$ cat config.mk
export PLATFORM = sky130hd
export DESIGN_NAME = pipe_hazard_tracker
export DESIGN_NICKNAME = d
export VERILOG_FILES = /design/src/rtl/pipe_hazard_tracker.sv
export SDC_FILE = /design/constraint.sdc
export NUM_CORES = 1
export LEC_CHECK = 0
export ABC_AREA = 0
export ABC_CLOCK_PERIOD_IN_PS = 8200
export CORE_UTILIZATION = 40
export CTS_BUF_LIST = sky130_fd_sc_hd__clkbuf_4
export DETAILED_ROUTE_END_ITERATION = 8
export PLACE_DENSITY_LB_ADDON = 0.08
export SYNTH_ARGS = -nofsm -noshare
export SYNTH_HDL_FRONTEND = slang
export SYNTH_SLANG_ARGS = --single-unit
$ cat constraint.sdc
create_clock -name clk -period 8.2 [get_ports clk]
set_clock_uncertainty 0.2 [all_clocks]
set_input_delay 1.64 -clock clk [delete_from_list [all_inputs] [get_ports clk]]
set_output_delay 1.64 -clock clk [all_outputs]
set_load 0.01 [all_outputs]
$ cat src/rtl/pipe_hazard_tracker.sv
// Read-after-write hazard tracker for a short in-order pipeline.
// Tracks destination registers of in-flight instructions and flags dependent reads and PC writes.
module pipe_hazard_tracker #(
  parameter int DEPTH      = 3,
  parameter int WPORTS     = 2,
  parameter int RPORTS     = 2,
  parameter int AW         = 5,
  parameter int COND_STAGE = 0,
  parameter int RWB_HAZARD = 1,
  parameter logic [AW-1:0] PC_ADDR = 5'd31
) (
  input  logic                 clk,
  input  logic                 rst,
  input  logic                 iss_valid,
  input  logic [WPORTS*AW-1:0] iss_wa,
  input  logic [WPORTS-1:0]    iss_wen,
  input  logic [RPORTS*AW-1:0] rd_a,
  input  logic [RPORTS-1:0]    rd_en,
  input  logic                 cond_res,
  input  logic                 flush,
  output logic [RPORTS-1:0]    hz_port,
  output logic                 stall,
  output logic                 jmp_hazard,
  output logic [3:0]           occupancy,
  output logic [15:0]          stall_cnt
);

  logic [DEPTH-1:0]     slot_vld;
  logic [WPORTS-1:0]    slot_wen [DEPTH];
  logic [WPORTS*AW-1:0] slot_wa  [DEPTH];

  logic [DEPTH-1:0]     nxt_vld;
  logic [WPORTS-1:0]    nxt_wen [DEPTH];
  logic [WPORTS*AW-1:0] nxt_wa  [DEPTH];

  logic accept;
  logic cnt_inc;

  function automatic logic [3:0] count_vld(input logic [DEPTH-1:0] v);
    logic [3:0] c;
    c = '0;
    for (int i = 0; i < DEPTH; i++) c = c + {3'b000, v[i]};
    return c;
  endfunction

  function automatic logic [15:0] sat_inc(input logic [15:0] c);
    return (c == 16'hFFFF) ? c : c + 16'd1;
  endfunction

  // Hazard detection over the current slot contents
  always_comb begin
    hz_port    = '0;
    jmp_hazard = 1'b0;
    for (int s = 0; s < DEPTH; s++) begin
      for (int k = 0; k < WPORTS; k++) begin
        if (slot_vld[s] && slot_wen[s][k]) begin
          if (slot_wa[s][k*AW +: AW] == PC_ADDR) jmp_hazard = 1'b1;
          if (s < DEPTH-1 || RWB_HAZARD != 0) begin
            for (int p = 0; p < RPORTS; p++) begin
              if (rd_en[p] && slot_wa[s][k*AW +: AW] == rd_a[p*AW +: AW])
                hz_port[p] = 1'b1;
            end
          end
        end
      end
    end
  end

  assign stall   = (|hz_port) | jmp_hazard;
  assign accept  = iss_valid & ~stall & ~flush;
  assign cnt_inc = iss_valid & stall & ~flush;

  // Next slot contents: issue into slot 0, shift the rest, apply cancel and flush
  always_comb begin
    nxt_vld[0] = accept;
    nxt_wen[0] = accept ? iss_wen : '0;
    nxt_wa[0]  = iss_wa;
    for (int s = 1; s < DEPTH; s++) begin
      nxt_vld[s] = slot_vld[s-1];
      nxt_wen[s] = slot_wen[s-1];
      nxt_wa[s]  = slot_wa[s-1];
      // A failed condition keeps the slot occupied but kills its writes
      if (s - 1 == COND_STAGE && !cond_res) nxt_wen[s] = '0;
      if (flush && s - 1 <= COND_STAGE) begin
        nxt_vld[s] = 1'b0;
        nxt_wen[s] = '0;
      end
    end
  end

  always_ff @(posedge clk or posedge rst) begin
    if (rst) begin
      slot_vld  <= '0;
      for (int s = 0; s < DEPTH; s++) slot_wen[s] <= '0;
      occupancy <= '0;
      stall_cnt <= '0;
    end else begin
      slot_vld  <= nxt_vld;
      for (int s = 0; s < DEPTH; s++) slot_wen[s] <= nxt_wen[s];
      occupancy <= count_vld(nxt_vld);
      if (cnt_inc) stall_cnt <= sat_inc(stall_cnt);
    end
  end

  always_ff @(posedge clk) begin
    for (int s = 0; s < DEPTH; s++) slot_wa[s] <= nxt_wa[s];
  end

endmodule

Yosys cells after proc, flatten, opt, wreduce, memory -nomap -nowiden
Memories as Yosys holds them, arrays and structs flattened.
Index checks and enable logic that the tools add are counted.

cells by class
  add/sub/neg operators = 3
  eq/ne operators = 19
  mux-type cells = 34
  bitwise operators = 8
  reductions and logical operators = 20

operator list
  kind                   count
  $eq 5x5->1             12
  $eq 5x5->1 const B     6
  $mux 1                 25
  $logic_and 1x1->1      18
  $mux 2                 9
  $add 16x1->16 const B  1
  $eq 16x16->1 const B   1
  $and 1x1->1            4
  $add 2x1->3            1
  $not 1->1              3
  $add 1x1->2            1
  $reduce_and 2->1       1
  $reduce_or 2->1        1
  $or 1x1->1             1

word-level totals
  register bits after elaboration = 28
  bits in writable memories = 30
  input port bits = 29
  output and inout bits = 24
  memories kept = 1

memory list
  name     words  bits a word  read ports  clocked after memory_dff  write ports  RTL line  RTL
  slot_wa  3      10           3           0                         3            30        logic [WPORTS*AW-1:0] slot_wa [DEPTH];

Longest topological paths before layout
An unclocked memory read counts as a cell.

  word-level depth = 22
  mapped depth = 12
  depth with buffers taken out = 10

Worst setup path before layout
Ideal clock, no wire load.

  path type = input to output
  from = input port rd_a[0]
  to = output port stall
  data arrival time = 3.038 ns
  slack = 3.322 ns
  stages = 9
  path through = buf_2 xor2_1 nor4_1 nand4_1 nand4_1 o21a_1 or3_1 buf_6 buf_6

between the ends
  cells in the longest elaborated chain, start to end = 16
  elaborated cells on any way between the ends = 26

RTL lines
  what                  RTL line  RTL
  start, declared       17        input logic [RPORTS*AW-1:0] rd_a,
  $eq 5x5->1            60        if (rd_en[p] && slot_wa[s][k*AW +: AW] == rd_a[p*AW +: AW])
  $logic_and 1x1->1     60
  $mux 1                60
  $mux 2                56        if (slot_vld[s] && slot_wen[s][k]) begin
  $mux 1                60
  $mux 2                56
  $mux 1                60
  $mux 2                56
  $mux 1                60
  $mux 2                56
  $mux 1                60
  $mux 2                56
  $mux 1                60
  $mux 2 (*)            56
  named net hz_port[0]  21        output logic [RPORTS-1:0] hz_port,
  $reduce_or 2->1 (*)   69        assign stall = (|hz_port) | jmp_hazard;
  $or 1x1->1 (*)        69
  end, declared         22        output logic stall,

Mark *: on every way through the listed nets, which the timed path passes. The rest lies on a longest branch.

Worst setup path after layout
  from = input port rd_a[9]
  to = output port stall

between the ends
  cells in the longest elaborated chain, start to end = 16
  elaborated cells on any way between the ends = 26

RTL lines
  what                 RTL line
  $eq 5x5->1           60
  $logic_and 1x1->1    60
  $mux 1               60
  $mux 2               56
  $mux 1               60
  $mux 2               56
  $mux 1               60
  $mux 2               56
  $mux 1               60
  $mux 2               56
  $mux 1               60
  $mux 2               56
  $mux 1               60
  $mux 2 (*)           56
  $reduce_or 2->1 (*)  69
  $or 1x1->1 (*)       69

Every way passes the cells marked *; elsewhere a longest branch is shown, timed or not.

==> impl_results.md <==
- Psw: between 0.0001 and 0.00015 W
- WP buf/inv: 2
- Total Power: between 0.0005 and 0.0006 W
- Largest net degree at the start of global routing: 28
- 1st-pass router iterations: 4
- Synth Register Bits: 57
- Period utilization: 76.3%
- Commonest cells in the netlist: 39 x xnor2_1, 36 x xor2_1, 30 x dfxtp_1, 27 x dfrtp_1, 27 x nand4_1
- Share of post-route cells with drive strength above 1: 5.59%
- PwrDens: 170 nW/um^2
- Area contributors post-synth: dfrtp_1 26%, dfxtp_1 23%, xnor2_1 13%
- Adder-Cell Fraction of Synth Area: 1.23%
- Setup TNS: 0 ns
- Die Height: 83.3 um
- Post-synthesis compound-gate area fraction: about 1.4%
- Vias per cell: 5.18
- Die width: roughly 83 um
- Post-synth EDFFs: 0
- Wirelength per Cell: 16.2 um
- FILL cells: ~600
- Crit path largest cell delay: 0.65 ns
- Core box area: 6350 sq um
- Number of H-tree levels: 3
- Crit path required time: 6.36 ns
- Ports: 53
- Syn Inst Count: 251
- Fin cells: 381
- Asr flop ratio synth: between 40% and 50%
- Sequential fraction of the synthesis area: 48.2%
- Clock Power Share: a little over a third
- Status: finished clean
- Num CTS Buffers: 9
- Slowest-stage cell, CP: clkdlybuf4s50_1
- Critical path class: primary input to output pin
- Antenna Cells: 0
- CTS Sinks: 57
- Via count: 1,972
- Synth warn: 0
- Most common cell in the netlist: xnor2_1
- Shortest period the worst path allows: 6.26 ns
- Peak supply drop: 77.5 uV
- Lkg Pwr: 1.31 nW
- Mapped Area: 2650 sq um
- Internal power: 0.000416 W
- Final net count: between 300 and 400
- Number of global-route vias before repair: 2,001
- Met2 usage in global routing: 30.8%
- Iter 0 DRT Violations: 108
- Number of cell rows: 29
- Hold Crit Class: flip-flop to flip-flop
- Max Cap Viol: 0
- Cts repair resizes: 0
- Final hold vios: 0
- Max_slew headroom: between 20% and 30%
- Share of the synthesized area in the top cell type: about a quarter
- Final Max Slew Viols: 0
- FMAX: approximately 160 MHz
- Top FF cell, synth: dfxtp_1
- Die ar.: 6940 sq um
- Met1 Usage GRT: 24.4%
- Gr ovfl total: 0
- DRC Markers: 0
- Routed Antenna Nets: 0
- Dpl cells: 365
- Simple-Gate Fraction of Synth Area: 19.4%
- Clock buffer depth: 2
- Met3 Use GR: around 5.3%
- Yosys cell types: 31
- Portion of netlist area occupied by mux cells: 0.426%
- Switching share of power: 25.6%
- CP arrival: approximately 4.4 ns
- First-pass GRT wire length: 10,300 um
- RSZ-0062 raised after global routing: false
- Sequential power share: between 50% and 60%
- Gpl congestion: roughly 0.85
- Worst-path clk slew: 0.10 ns
- Port bufs: 50
- CP cell instances: clkdlybuf4s50_1 > xor2_1 > nor4_1 > nand4_1 > nand4_1 > o21a_1 > or3_1 > clkdlybuf4s50_1
- Slew @ Worst Pin: 1.07 ns
- CTS tree: built
- Worst Setup End Kind: output pin
- Dpl hpwl: 4580 um
- XOR/XNOR Fraction of Synth Area: 24.8%
- Gate power share: 10.1%
- Final WL: 6180 um
- Startpoint Class: primary input
- Top delay family on crit path: buffers and inverters
- # Post-CTS Setup Buffers: 0
- Largest family of logic cells by synthesized area: XOR/XNOR gates
- Critical path fanouts, max: 17
- Clk_lat worst skew: 0.40 ns
- GRT busiest layer: met2
- CTS Hold Bufs: 0
- Mean Syn Cell Area: 10.5 sq um
- CTS root buffer: clkbuf_4
- Initial antenna violation count: 0
- Starting Density: 41.7%
- Synth area leader: dfrtp_1
- Total GRT Usage: between 10% and 20%
- P&R area growth vs syn: 24.5%
- Final setup vio count: 0
final cells by class:
class / instances / area, sq um / share of cell area [%]
Clock buffer: 10 / 75.1 / 2.28
Inverter: 7 / 26.3 / 0.798
Sequential cell: 57 / 1280 / 38.8
Multi-Input combinational cell: 174 / 1260 / 38.2
Tap cell: 77 / 96.3 / 2.93
Timing Repair Buffer: 50 / 500 / 15.2
Clock inverter: 6 / 60.1 / 1.82
through the flow:
| stage | setup WS (ns) | instance area, sq um | hold WS [ns] | util [%] |
|---|---|---|---|---|
| detailed placement | 1.95 | 3160 | 0.203 | 49.7 |
| global placement | 1.92 | 3160 | 0.204 | 49.7 |
| CTS | 1.94 | 3290 | 0.210 | 51.9 |
| global route | 1.82 | 3290 | 0.224 | 51.9 |
| floorplan | 3.32 | 2650 | 0.182 | - |
| finish | 1.94 | 3290 | 0.210 | 51.9 |
registers in the layout, summed over array words and instances (netlist names):
register	flops
nxt_wen	2
slot_vld	3
occupancy	2
slot_wen	4
slot_wa	30
stall_cnt	16
placed cells by master, fill, tap and decap left out, drive strengths merged, types with 4 or more instances in the layout:
cell type	synthesis	final
dfrtp	27	27
clkdlybuf4s50	0	50
nor4	10	10
nand4	27	27
and3	4	4
nand3	17	17
clkinv	0	4
dfxtp	30	30
nand2	8	8
xnor2	39	39
clkbuf	0	10
nor3	6	6
xor2	36	36
inv	7	7
power by group through the flow:
stage	Sequential [W]	Clock, W	Combinational [W]
global route	0.000305	0.000221	0.0000625
floorplan	0.000306	0	0.0000363
CTS	0.000304	0.000207	0.0000571
finish	0.000304	0.000199	0.0000561
detailed placement	0.000310	0	0.0000567
global placement	0.000310	0	0.0000566
metal layers:
metal,share of wire (%),wire [um]
met3,6.0,372
met1,44,2740
met2,48,2950
met4,2.0,122
met5,0,0
cells by family (layout without fill, tap and decap cells):
kind of cell | after synthesis | count (layout)
simple gates | 88 | 88
xor+xnor | 75 | 75
flops | 57 | 57
buf+inv | 21 | 73
compound gates | 6 | 6
fa+ha+maj | 2 | 2
other cells | 1 | 2
mux | 1 | 1
final timing paths:
kind                          startpoint        endpoint  slack [ns]  depth (start not counted)
setup reg to reg             slot_vld[2]    occupancy[0]        5.04                          9
min in group asynchronous            rst    occupancy[0]        1.59                          2
hold reg to reg            slot_wa[0][4]  slot_wa[0][14]        0.21                          0
max in group asynchronous            rst    stall_cnt[3]        5.54                          2
setup / recovery                 rd_a[9]           stall        1.94                          8
hold / removal             slot_wa[0][4]  slot_wa[0][14]        0.21                          0
No activity file was read; power rests on OpenSTA's default activity.
==> patch 1 (same flow settings) <==
Change the parameter `RPORTS` from 2 to 1.
--- a/src/rtl/pipe_hazard_tracker.sv
+++ b/src/rtl/pipe_hazard_tracker.sv
@@ -3,7 +3,7 @@
 module pipe_hazard_tracker #(
   parameter int DEPTH      = 3,
   parameter int WPORTS     = 2,
-  parameter int RPORTS     = 2,
+  parameter int RPORTS     = 1,
   parameter int AW         = 5,
   parameter int COND_STAGE = 0,
   parameter int RWB_HAZARD = 1,
Ports: changed (resized hz_port, rd_a and rd_en); port bits go from 53 to 46. No check against the original RTL was run, so the function may have changed too.
==> patch 1 against the original RTL <==
Worst setup slack gained 370 ps. Count of clock-buffer cells in the layout shrank 1. Routed wire length shrank 25%. Sequential power shrank 2%. Area after synthesis shrank 14%. Total power shrank 6.8%. Cell area shrank 13%. Sequential cell count is the same. Clock power shrank 7%.
==> patch 1: results (changes against the original RTL) <==
crit_fanout: 6  # was 17
drt_wl_total_microns: 4640  # was 6180 microns
gp_congestion: 0.751  # was 0.849
wl_met3_microns: 247  # was 372 microns
wl_per_cell_microns: 14.7  # was 16.2 microns
htreeDepth: 3  # unchanged
yosys_warnings: 0  # unchanged
grt_pass1_wl_microns: 7770  # was 10300 microns
grt_usage_pct: 17.2  # was 19.4%
hold_path.startpoint: "slot_wa[0][18]$_DFF_P_"  # was slot_wa[0][4]$_DFF_P_
drt_iter0_markers: 39  # was 108
drive_gt1_share_pct: 6.97  # was 5.59%
place_inst: 301  # was 365
final_nets: 265  # was 330
cp_top_family: "buffers and inverters"  # unchanged
io_buffers: 43  # was 50
leakage_uw: 0.00124  # was 0.00131 uW
met2WireLength_microns: 2200  # was 2950 microns
yosysUniqueCellTypes: 30  # was 31
cts_setup_buffers: 0  # unchanged
cpPeakStageDelay_ps: 600  # was 650 ps
place_area_sq_um: 2750  # was 3160 sq um
critPathArrivalTime_ps: 4050  # was 4420 ps
hold_path_class: "flip-flop to flip-flop"  # unchanged
ys_top_cells_by_count: "30 x dfxtp_1, 27 x dfrtp_1, 23 x xnor2_1"  # was 39 x xnor2_1, 36 x xor2_1, 30 x dfxtp_1
clkPwrFrac_pct: 35.7  # was 35.6%
yosysSeqAreaShare_pct: 56.0  # was 48.2%
combPwrFrac_pct: 7.1  # was 10.1%
worst_pin_slew_ps: 1050  # was 1070 ps
antenna_found_initial: 0  # unchanged
r2r_start: "slot_vld[1]$_DFF_PP0_"  # was slot_vld[2]$_DFF_PP0_
dp.final_hpwl_microns: 3280  # was 4580 microns
synthTopCellsByArea: "dfrtp_1 30%, dfxtp_1 26%, xnor2_1 8.8%, xor2_1 8.5%, nand4_1 4.1%"  # was dfrtp_1 26%, dfxtp_1 23%, xnor2_1 13%, xor2_1 12%, nand4_1 6.4%
pg_seq_uw: 298  # was 304 uW
power_switching_share_pct: 23.8  # was 25.6%
status: "finished clean"  # unchanged
startpoint: "rd_a[3]"  # was rd_a[9]
first_global_vias: 1657  # was 2001
cts.path.max_buffers: 2  # unchanged
peakVddDrop_v: 0.0000925  # was 0.0000775 V
n_fill_cell: 517  # was 602
syn_avg_cell_area_sq_um: 11.7  # was 10.5 sq um
dp_slack_ps: 2300  # was 1950 ps
vias_per_cell: 4.96  # was 5.18
crit_slowest_cell: "clkdlybuf4s50_1"  # unchanged
wl_met1_microns: 2100  # was 2740 microns
==> patch 1: cell count changes after synthesis, sizes merged, moves of 2 or more <==
cell / before / now
nor4: 10 / 5
nor3: 6 / 2
and3: 4 / 12
xor2: 36 / 22
nand2: 8 / 1
nand3: 17 / 13
a31oi: 0 / 2
and2: 2 / 7
nor2: 3 / 0
buf: 14 / 10
nand4: 27 / 15
xnor2: 39 / 23
==> patch 1: metal layers <==
layer,vias to the layer above,GRT usage [%]
met5,-,0
met4,0,8.49
met3,8,5.88
met2,32,28.0
met1,769,20.3
li1,758,-
==> patch 1: cell families after synthesis <==
| family | after synthesis | synth area share, % |
|---|---|---|
| multiplexers | 1 | 0.659 |
| XOR/XNOR | 45 | 17.3 |
| other | 1 | 0.165 |
| flip-flops | 57 | 56.0 |
| AO/OA/AOI/OAI | 7 | 2.36 |
| buffers and inverters | 16 | 3.51 |
| adder cells (fa/ha/maj) | 2 | 1.43 |
| AND/OR/NAND/NOR | 66 | 18.6 |
==> patch 1: final timing paths <==
kind | to | slack [ps] | cells after the start
hold / removal | slot_wa[0][28]$_DFF_P_ | 180 | 0
min in group asynchronous | slot_vld[2]$_DFF_PP0_ | 1610 | 2
max in group asynchronous | stall_cnt[10]$_DFFE_PP0P_ | 5550 | 2
hold reg to reg | slot_wa[0][28]$_DFF_P_ | 180 | 0
setup reg to reg | occupancy[0]$_DFF_PP0_ | 5560 | 8
setup / recovery | stall | 2310 | 8
==> patch 1: area by class of cell <==
class	instances	area [sq um]	share of cell area, %
Clock inverter	6	50.0	1.75
Inverter	6	22.5	0.787
Multi-Input combinational cell	123	926	32.3
Timing Repair Buffer	43	430	15.0
Clock buffer	9	67.6	2.36
Tap cell	72	90.1	3.15
Sequential cell	57	1280	44.6
==> patch 2 (config.mk and constraints unchanged) <==
Made on the original files. Put one more register stage on the output `stall_cnt`, cleared by the reset. The value now appears one clock later. The other outputs are not delayed to match.
--- a/src/rtl/pipe_hazard_tracker.sv
+++ b/src/rtl/pipe_hazard_tracker.sv
@@ -24,6 +24,8 @@
   output logic [3:0]           occupancy,
   output logic [15:0]          stall_cnt
 );
+
+  logic [15:0] stall_cnt_s0;
 
   logic [DEPTH-1:0]     slot_vld;
   logic [WPORTS-1:0]    slot_wen [DEPTH];
@@ -93,12 +95,12 @@
       slot_vld  <= '0;
       for (int s = 0; s < DEPTH; s++) slot_wen[s] <= '0;
       occupancy <= '0;
-      stall_cnt <= '0;
+      stall_cnt_s0 <= '0;
     end else begin
       slot_vld  <= nxt_vld;
       for (int s = 0; s < DEPTH; s++) slot_wen[s] <= nxt_wen[s];
       occupancy <= count_vld(nxt_vld);
-      if (cnt_inc) stall_cnt <= sat_inc(stall_cnt);
+      if (cnt_inc) stall_cnt_s0 <= sat_inc(stall_cnt_s0);
     end
   end
 
@@ -106,5 +108,13 @@
     for (int s = 0; s < DEPTH; s++) slot_wa[s] <= nxt_wa[s];
   end
 
+  always_ff @(posedge clk or posedge rst) begin
+    if (rst) begin
+      stall_cnt <= '0;
+    end else begin
+      stall_cnt <= stall_cnt_s0;
+    end
+  end
+
 endmodule
 
Check against the original RTL: not equivalent (Yosys sat finds a counterexample within 4 cycles, from zero or initial values and one cycle with rst high).
==> patch 2 against the original RTL <==
Area after synthesis grew 16%. Cell area grew 14%. Sequential cell count grew 16. Non-clock buffer count grew 1. Total power grew 25%. Routed wire length grew 8.0%. First-iteration DRC count shrank 34%. Die area grew 16%. Combinational power grew 5.3%. Cell count grew 7.3%. Worst setup slack lost 110 ps. Core utilization shrank 0.62 points. Critical path type unchanged. Largest cell class unchanged. Largest power group unchanged.
==> patch 2: results (changes against the original RTL) <==
ys_top_cells_by_count: "43 x dfrtp_1, 39 x xnor2_1, 36 x xor2_1"  # was 39 x xnor2_1, 36 x xor2_1, 30 x dfxtp_1
fin_crit_ps: 6370  # was 6260 ps
drive_gt1_share_pct: 7.42  # was 5.59%
n_fill_cell: 652  # was 602
grt_pass1_wl_microns: 11000  # was 10300 microns
drt_wl_total_microns: 6680  # was 6180 microns
status: "finished clean"  # unchanged
final_nets: 336  # was 330
yosysSeqAreaShare_pct: 54.5  # was 48.2%
clock_latency_ps: 400  # about the same
synthTopCellsByArea: "dfrtp_1 35%, dfxtp_1 20%, xnor2_1 11%, xor2_1 10%, nand4_1 5.3%"  # was dfrtp_1 26%, dfxtp_1 23%, xnor2_1 13%, xor2_1 12%, nand4_1 6.4%
grt_max_degree: 44  # was 28
leakage_uw: 0.00159  # was 0.00131 uW
worst-r2r-setup-slack_ps: 5120  # was 5040 ps
clk_pin_slew_ps: 120  # was 100 ps
hold_path.startpoint: "slot_wa[0][10]$_DFF_P_"  # was slot_wa[0][4]$_DFF_P_
dp.final_hpwl_microns: 4690  # was 4580 microns
slew_headroom_pct: 59.7  # was 28.3%
p_switching_uw: 164  # was 143 uW
startpoint: "rd_a[3]"  # was rd_a[9]
dp_slack_ps: 1820  # was 1950 ps
reg_top3: "slot_wa (30), stall_cnt (16), stall_cnt_s0 (16)"  # was slot_wa (30), stall_cnt (16), slot_wen (4)
peakVddDrop_v: 0.0000868  # was 0.0000775 V
first_global_vias: 2124  # was 2001
synth_flop_cell: "dfrtp_1"  # was dfxtp_1
drt_iter0_markers: 71  # was 108
-- patch 2: changes by cell type after synthesis, sizes merged, moves of 2 or more --
cell,delta
and3,+9
nor3,-6
nor2,-2
nand2,-7
clkbuf,+2
dfrtp,+16
nand3,-3
-- patch 2: layout make-up --
cell class	count	share of cell area (%)
repair buffers	51	13.5
flip-flops and latches	73	44.6
multi-input cells	164	33.6
inverters	6	0.600
well taps	99	3.30
clock buffers	11	2.20
clock inverters	5	2.10
-- patch 2: routing by layer --
layer / routed length (microns) / share of wire, % / track usage, % / vias to the layer above
li1: - / - / - / 974
met1: 3140 / 47 / 22.9 / 984
met2: 3140 / 47 / 28.1 / 45
met3: 202 / 3.0 / 3.47 / 15
met4: 200 / 3.0 / 9.84 / 0
met5: 0 / 0 / 0 / -
-- patch 2: per-stage QoR --
step	instances	utilization [%]	power [uW]	instance area, sq um
2_1_floorplan	260	-	426	3080
3_3_place_gp	393	49.0	450	3590
3_5_place_dp	393	49.0	450	3590
4_1_cts	409	51.2	706	3760
5_1_grt	409	51.2	726	3760
6_report	409	51.2	695	3760
-- patch 2: power groups by stage --
stage	Combinational, uW	Sequential (uW)	Clock, uW
3_5_place_dp	59.4	390	0
5_1_grt	65.2	385	276
6_report	59.1	383	253
2_1_floorplan	39.4	386	0
4_1_cts	60.0	383	263
3_3_place_gp	59.2	391	0
-- patch 2: logic make-up (layout without fill, tap and decap cells) --
kind of cell | count (synthesis) | count (layout) | share of synthesized area (%)
flip-flops | 73 | 73 | 54.5
other | 1 | 2 | 0.122
multiplexers | 1 | 1 | 0.366
adder cells (fa/ha/maj) | 2 | 2 | 1.06
AND/OR/NAND/NOR | 76 | 76 | 16.0
AO/OA/AOI/OAI | 8 | 8 | 2.03
XOR/XNOR | 75 | 75 | 21.3
buffers and inverters | 23 | 73 | 4.59
-- patch 2: worst max-delay path: stages --
cell and delay (ps):
clkdlybuf4s50_1 660, xor2_1 260, nor4_1 330, nand4_1 190
nand4_1 130, o21a_1 150, or3_1 500, clkdlybuf4s50_1 660
-- patch 2: worst min-delay path by stage --
| stage | end | slack [ps] | cells past startpoint |
|---|---|---|---|
| finish | slot_wa[0][20]$_DFF_P_ | 210 | 0 |
| global route | slot_wa[0][28]$_DFF_P_ | 220 | 0 |
| CTS | slot_wa[0][20]$_DFF_P_ | 210 | 0 |
| detailed placement | slot_wa[0][27]$_DFF_P_ | 210 | 0 |
| global placement | slot_wa[0][16]$_DFF_P_ | 210 | 0 |
| floorplan | slot_wa[0][19]$_DFF_P_ | 180 | 0 |
